**src/rtl/move_scheduler.sv**
```systemverilog
// move_scheduler: walks a loaded move list, requests each post-move grid,
// scores it through the evaluator and keeps the best-scoring move.
module move_scheduler #(
   parameter int MAX_MOVES   = 220,
   parameter int SCORE_WIDTH = 16
) (
   input  logic                          clk,
   input  logic                          rst,
   input  logic                          moves_iv,
   input  logic [7:0]                    total_move_id,
   output logic [7:0]                    move_num,
   output logic                          compute_grid,
   input  logic                          grid_iv,
   output logic                          eval_ov,
   input  logic                          eval_ready,
   input  logic                          score_iv,
   input  logic signed [SCORE_WIDTH-1:0] score_id,
   input  logic                          abort,
   output logic                          busy,
   output logic                          done_ov,
   output logic                          best_valid,
   output logic [7:0]                    best_move,
   output logic signed [SCORE_WIDTH-1:0] best_score
);

   typedef enum logic [2:0] {
      IDLE, REQ, WAIT_GRID, ISSUE, WAIT_SCORE, UPDATE, DONE
   } state_t;

   localparam logic [7:0] MAX_N    = 8'(MAX_MOVES);
   localparam logic [7:0] GRID_TMO = 8'd254;

   state_t state, state_nxt;

   logic [7:0]                    n_q;
   logic [7:0]                    n_in;
   logic [7:0]                    grid_tmr;
   logic signed [SCORE_WIDTH-1:0] score_q;
   logic                          last_move;
   logic                          new_best;
   logic                          start;
   logic                          kill;
   logic                          cap;
   logic                          upd;

   assign n_in      = (total_move_id > MAX_N) ? MAX_N : total_move_id;
   assign last_move = (move_num == n_q - 8'd1);
   assign new_best  = !best_valid || (score_q > best_score);
   assign busy      = (state != IDLE);
   assign kill      = abort && busy;
   assign start     = (state == IDLE) && moves_iv && !abort;
   assign cap       = (state == WAIT_SCORE) && score_iv && !abort;
   assign upd       = (state == UPDATE) && !abort;

   always_ff @(posedge clk) begin
      if (rst) state <= IDLE;
      else     state <= state_nxt;
   end

   always_comb begin
      state_nxt    = state;
      compute_grid = 1'b0;
      eval_ov      = 1'b0;
      unique case (state)
         IDLE: begin
            if (start)
               state_nxt = (n_in == 8'd0) ? DONE : REQ;
         end
         REQ: begin
            compute_grid = !abort;
            state_nxt    = WAIT_GRID;
         end
         WAIT_GRID: begin
            // a lost grid response is retried by re-requesting it
            if (grid_iv)                  state_nxt = ISSUE;
            else if (grid_tmr == GRID_TMO) state_nxt = REQ;
         end
         ISSUE: begin
            eval_ov = !abort;
            if (eval_ready) state_nxt = WAIT_SCORE;
         end
         WAIT_SCORE: begin
            if (score_iv) state_nxt = UPDATE;
         end
         UPDATE: begin
            state_nxt = last_move ? DONE : REQ;
         end
         DONE: begin
            state_nxt = IDLE;
         end
         default: begin
            state_nxt = IDLE;
         end
      endcase
      if (kill) state_nxt = IDLE;
   end

   always_ff @(posedge clk) begin
      if (rst) begin
         n_q        <= '0;
         move_num   <= '0;
         grid_tmr   <= '0;
         score_q    <= '0;
         done_ov    <= 1'b0;
         best_valid <= 1'b0;
         best_move  <= '0;
         best_score <= '0;
      end else begin
         done_ov  <= (state == DONE) && !abort;
         grid_tmr <= (state == WAIT_GRID) ? grid_tmr + 8'd1 : 8'd0;
         unique case (1'b1)
            kill: begin
               best_valid <= 1'b0;
            end
            start: begin
               n_q        <= n_in;
               move_num   <= '0;
               best_valid <= 1'b0;
            end
            cap: begin
               score_q <= score_id;
            end
            upd: begin
               // strict compare keeps the lower index on ties
               if (new_best) begin
                  best_valid <= 1'b1;
                  best_score <= score_q;
                  best_move  <= move_num;
               end
               if (!last_move) move_num <= move_num + 8'd1;
            end
            default: begin
            end
         endcase
      end
   end

endmodule

```
**config.mk**
```make
export PLATFORM = sky130hd
export DESIGN_NAME = move_scheduler
export DESIGN_NICKNAME = d
export VERILOG_FILES = /design/src/rtl/move_scheduler.sv
export SDC_FILE = /design/constraint.sdc
export NUM_CORES = 1
export LEC_CHECK = 0
export CAP_MARGIN = 20
export CORE_MARGIN = 2
export CORE_UTILIZATION = 53
export DETAILED_ROUTE_END_ITERATION = 10
export MAX_ROUTING_LAYER = met4
export PLACE_DENSITY = 0.87
export SLEW_MARGIN = 20
export SYNTH_ARGS = -nofsm -noshare
export SYNTH_HDL_FRONTEND = slang
export SYNTH_SLANG_ARGS = --single-unit
```
**constraint.sdc**
```tcl
create_clock -name clk -period 2.8 [get_ports clk]
set_clock_uncertainty 0.2 [all_clocks]
set_input_delay 0.42 -clock clk [delete_from_list [all_inputs] [get_ports clk]]
set_output_delay 0.42 -clock clk [all_outputs]
set_load 0.01 [all_outputs]
```
Word level (Yosys, flattened, before mapping)
Index checks and enable logic that the tools add are counted.

Equality and inequality tests: 14. $lt $le $gt $ge: 2. Reduce and logical (&&, ||, !) cells: 22. $add $sub $neg: 3. Bitwise logic cells: 1. Muxes and demuxes: 15.

Operator list (count): 3-bit two-way mux (7); 3-bit one-hot mux with 6 select lines (1); 8-bit by 1-bit adder with 8-bit output, second input constant (2); 16-bit greater-than comparator (1); 8-bit two-way mux (2); 8-bit one-hot mux with 2 select lines (1); 2-bit inequality test, second input constant (5); 3-bit equality test, second input constant (3); 8-bit equality test (1); 8-bit equality test, second input constant (1); 8-bit greater-than comparator, second input constant (1); 8-bit zero test (1); 8-bit by 1-bit subtractor with 8-bit output, second input constant (1); 1-bit logical AND (7); 3-bit by 2-bit equality test with 1-bit output, second input constant (2); 2-bit AND reduction (3); 2-bit OR reduction (3); 4-bit AND reduction (1); 2-bit nonzero test (2); 3-bit by 1-bit equality test with 1-bit output, second input constant (1); 3-bit zero test (1); 1-bit two-way mux (3); 3-bit inequality test, second input constant (1); 3-bit nonzero test (1); 4 further kinds (5).

Word-level logic and storage cells: 66. Input port bits: 31. Output and inout port bits: 37. Flip-flop bits (word level): 69.

Logic depth before layout (Yosys ltp)
Depth after elaboration: 6. Mapped depth: 11. Depth with buffers taken out: 8.

Worst setup path before layout
Ideal clock, no wire load.

Kind: reg2reg. Start point: register n_q[0]. End point: register move_num[4]. Path buffers: 2. Cell stages (with the launch flop): 11. Path slack: 0.169 ns. Required time: 2.526 ns. Setup time: 0.074 ns. Period minus slack after synthesis: 2.631 ns. Arrival time: 2.357 ns. Cells stage by stage: dfxtp_1 clkbuf_1 inv_1 ha_1 bufbuf_16 xnor2_1 and4_1 a41oi_1 a21oi_4 or4_1 a31oi_1.

Word-level cells in the longest chain between the ends: 4.

Ends and longest elaborated chain: from (decl) (line 35) `logic [7:0] n_q;`; from (signal assigned) (line 116) `n_q <= n_in;`; 8-bit by 1-bit subtractor with 8-bit output (line 47) `assign last_move = (move_num == n_q - 8'd1);`; 8-bit equality test (line 47); 2-bit inequality test (no line); 2-bit AND reduction (no line); to (signal assigned) (line 130) `if (!last_move) move_num <= move_num + 8'd1;`; to (decl) (line 11) `output logic [7:0] move_num,`.

No other way between the ends. A chain may end at the register's enable or synchronous reset.

Worst setup path in the final report
Start point: register best_score[15]. End point: register best_score[12].

Word-level cells in the longest chain between the ends: 3.

Ends and longest elaborated chain: from (decl) (line 23) `output logic signed [SCORE_WIDTH-1:0] best_score`; from (signal assigned) (line 127) `best_score <= score_q;`; 16-bit greater-than comparator (line 48) `assign new_best = !best_valid || (score_q > best_score);`; 1-bit logical OR (line 48); 2-bit AND reduction (no line).

No other way between the ends.

==> flow_summary.ini <==
[run_status]
run_status = finished clean

[logic_synthesis]
ys.flop_type = dfxtp_1
netlist.area_leader.share = 0.361
ys_seq_area_frac = 0.361
synth_cell_types = 55
postSynth.asyncResetShare = 0
syn_avg_cell_area_um2 = 8.46
synthCells = 453
synth_warnings = 0
synth_top_area_cell = dfxtp_1
synth_edf_count = 0
ys_top_cells_by_area = dfxtp_1, nand2b_1, ha_1, mux2i_1, nand2_1
netlist_area_um2 = 3830
syn_nets = 504
ys_seq_elements = 69

[power]
finalPower_mw = 1.98
ir_drop_mv = 0.302
powerDensity_nw_per_um2 = 407
power.leakage_nw = 1.91

[worst_setup_path]
reg2reg_setup_slack_ns = 0.24
slowest_stage = nor4_1
required_ns = 2.87
worstSetupStartpointType = flop
worstPathCellList = inv_1, ha_1, nand4_1, nor4_1, o21ai_0, nand3_2, mux2i_4, buf_4, mux2i_1
cp_max_fo = 4
cp-end-kind = flop
max_stage_delay_ns = 0.38
arrival_ns = 2.64
critPathKind = flop to flop

[clock_tree]
cts_buffers = 9
clock_latency_ns = 0.34
cts_tree = done
hold_buffers = 0
cts_root_buffer = clkbuf_8
clock_sinks = 69
clk_pin_slew_ns = 0.07
clock_path_buffers = 2
htree_levels = 3

[drt]
drt_iter0_markers = 241
vias_per_cell = 5.51
ant_nets = 0
routedWlPerCell_um = 14.4
drt_pre_antenna_iters = 4
route.detailed.drc = 0
dr_total_vias = 3480
wl_um = 9090

[timing]
setup_viol = 0
fmaxAchievable_mhz = 390
grt_setup_unrepaired = false
holdWs_ns = 0.275
final_max_slew_viol_count = 0
slew_headroom = 0.472
finalHoldViolCount = 0
tightest_slew_ns = 0.793
post-route-period-util = 0.916
fin_crit_ns = 2.56

[die]
io_pins = 68
die_area_um2 = 7920
die_x_um = 89.0
die_y_um = 89.0
core_area_um2 = 6910
initial_core_util = 0.555
rows = 30

[placed_design]
hpwl_um = 6460
place.gp.congestion = 0.919
dp_cells = 613
port_buffers = 67

[final_layout]
drive_gt1_frac = 0.104
layout_common_cells = dfxtp_1, clkdlybuf4s50_1, nand2b_1, nand2_1, nor2_1
nets = 583
instances_no_fill = 632
diodes = 0
final_common_cell = dfxtp_1
area_delta_synth_final_pct = 26.9

[flow_run]
cap_violations = 0

[grt]
grt_max_degree = 54
overflow = 0
antenna_found_initial = 0
grt_pass1_wl_um = 14900
grt_pass1_vias = 3323
grt_usage = 0.250

[min_path]
hold_path_class = flop to flop
==> per-stage QoR <==
stage	instance area (um2)	setup TNS, ns	worst slack (ns)	util
finish	4860	0	0.236	0.704
global route	4860	0	0.108	0.704
CTS	4860	0	0.188	0.703
detailed placement	4620	-6.32	-0.283	0.669
global placement	4620	-3.09	-0.132	0.669
floorplan	3830	0	0.169	-
==> path summary, 6_finish.rpt <==
check	from	cells past startpoint	endpoint
max	best_score[15]	9	best_score[12]
min	n_q[7]	2	n_q[7]
max reg2reg	best_score[15]	9	best_score[12]
min reg2reg	n_q[7]	2	n_q[7]
==> registers in the layout (all words and copies together) (netlist names) <==
name        flops
score_q        16
n_q             8
best_score     16
done_ov         1
move_num        8
state           3
best_move       8
grid_tmr        8
best_valid      1
==> cell type report <==
| class | count | area [um2] |
|---|---|---|
| Inverter | 25 | 93.8 |
| Multi-Input combinational cell | 332 | 2200 |
| Tap cell | 96 | 120 |
| Timing Repair Buffer | 95 | 901 |
| Clock buffer | 10 | 138 |
| Sequential cell | 69 | 1380 |
| Fill cell | 559 | 2040 |
| Clock inverter | 5 | 27.5 |
==> worst max-delay path: cells and delay by family (launching register included) <==
kind,cells,cell delay (ns)
and+or+nand+nor,3,0.74
muxes,2,0.48
DFF,1,0.35
adders and majority gates,1,0.29
buffers and inverters,2,0.25
AOI/OAI and AO/OA,1,0.18
==> cells in the mapped netlist (2+ instances only) <==
| cell type | n |
|---|---|
| a211oi_1 | 5 |
| a21oi_1 | 31 |
| a22oi_1 | 4 |
| a311oi_1 | 3 |
| a31oi_1 | 2 |
| and3_1 | 6 |
| buf_2 | 4 |
| buf_4 | 3 |
| clkbuf_1 | 16 |
| clkbuf_8 | 4 |
| dfxtp_1 | 69 |
| ha_1 | 20 |
| inv_1 | 25 |
| mux2i_1 | 24 |
| nand2_1 | 48 |
| nand2b_1 | 56 |
| nand3_1 | 14 |
| nand4_1 | 4 |
| nand4b_1 | 2 |
| nor2_1 | 33 |
| nor2b_1 | 5 |
| nor3_1 | 9 |
| nor4_1 | 3 |
| o211ai_1 | 4 |
| o21ai_0 | 10 |
| o22ai_1 | 2 |
| o41ai_1 | 2 |
| or2_2 | 2 |
| or3_1 | 2 |
| or4_1 | 4 |
| xnor2_1 | 6 |
| xor2_1 | 8 |
==> per-layer routing <==
metal | global-route usage | wire length [um] | vias to the layer above
li1 | - | - | 1721
met1 | 0.311 | 4040 | 1623
met2 | 0.393 | 4360 | 114
met3 | 0.0646 | 514 | 22
met4 | 0.0950 | 180 | 0
met5 | - | 0 | -
==> repair_timing <==
item / 4_1_cts / 5_1_grt
resized for setup: 1 / 1
setup buffers: 3 / 0
endpoints found under the setup margin: 24 / 4
gates cloned: 1 / 0
==> power breakdown <==
group / total [mW] / switching (mW) / leakage (nW) / internal [mW]
Combinational: 0.259 / 0.128 / 1.26 / 0.132
Sequential: 1.02 / 0.0216 / 0.557 / 0.995
Clock: 0.701 / 0.367 / 0.0877 / 0.334
==> cell families (layout without fill, tap and decap cells) <==
family                   after synthesis  count (layout)  share of synthesized area
buffers and inverters                 53             135                     0.0741
adder cells (fa/ha/maj)               20              20                     0.0653
AO/OA/AOI/OAI                         77              77                      0.132
AND/OR/NAND/NOR                      193             193                      0.261
XOR/XNOR                              15              15                     0.0379
multiplexers                          26              27                     0.0692
flip-flops                            69              69                      0.361
Power figures use the tool's default switching activity.
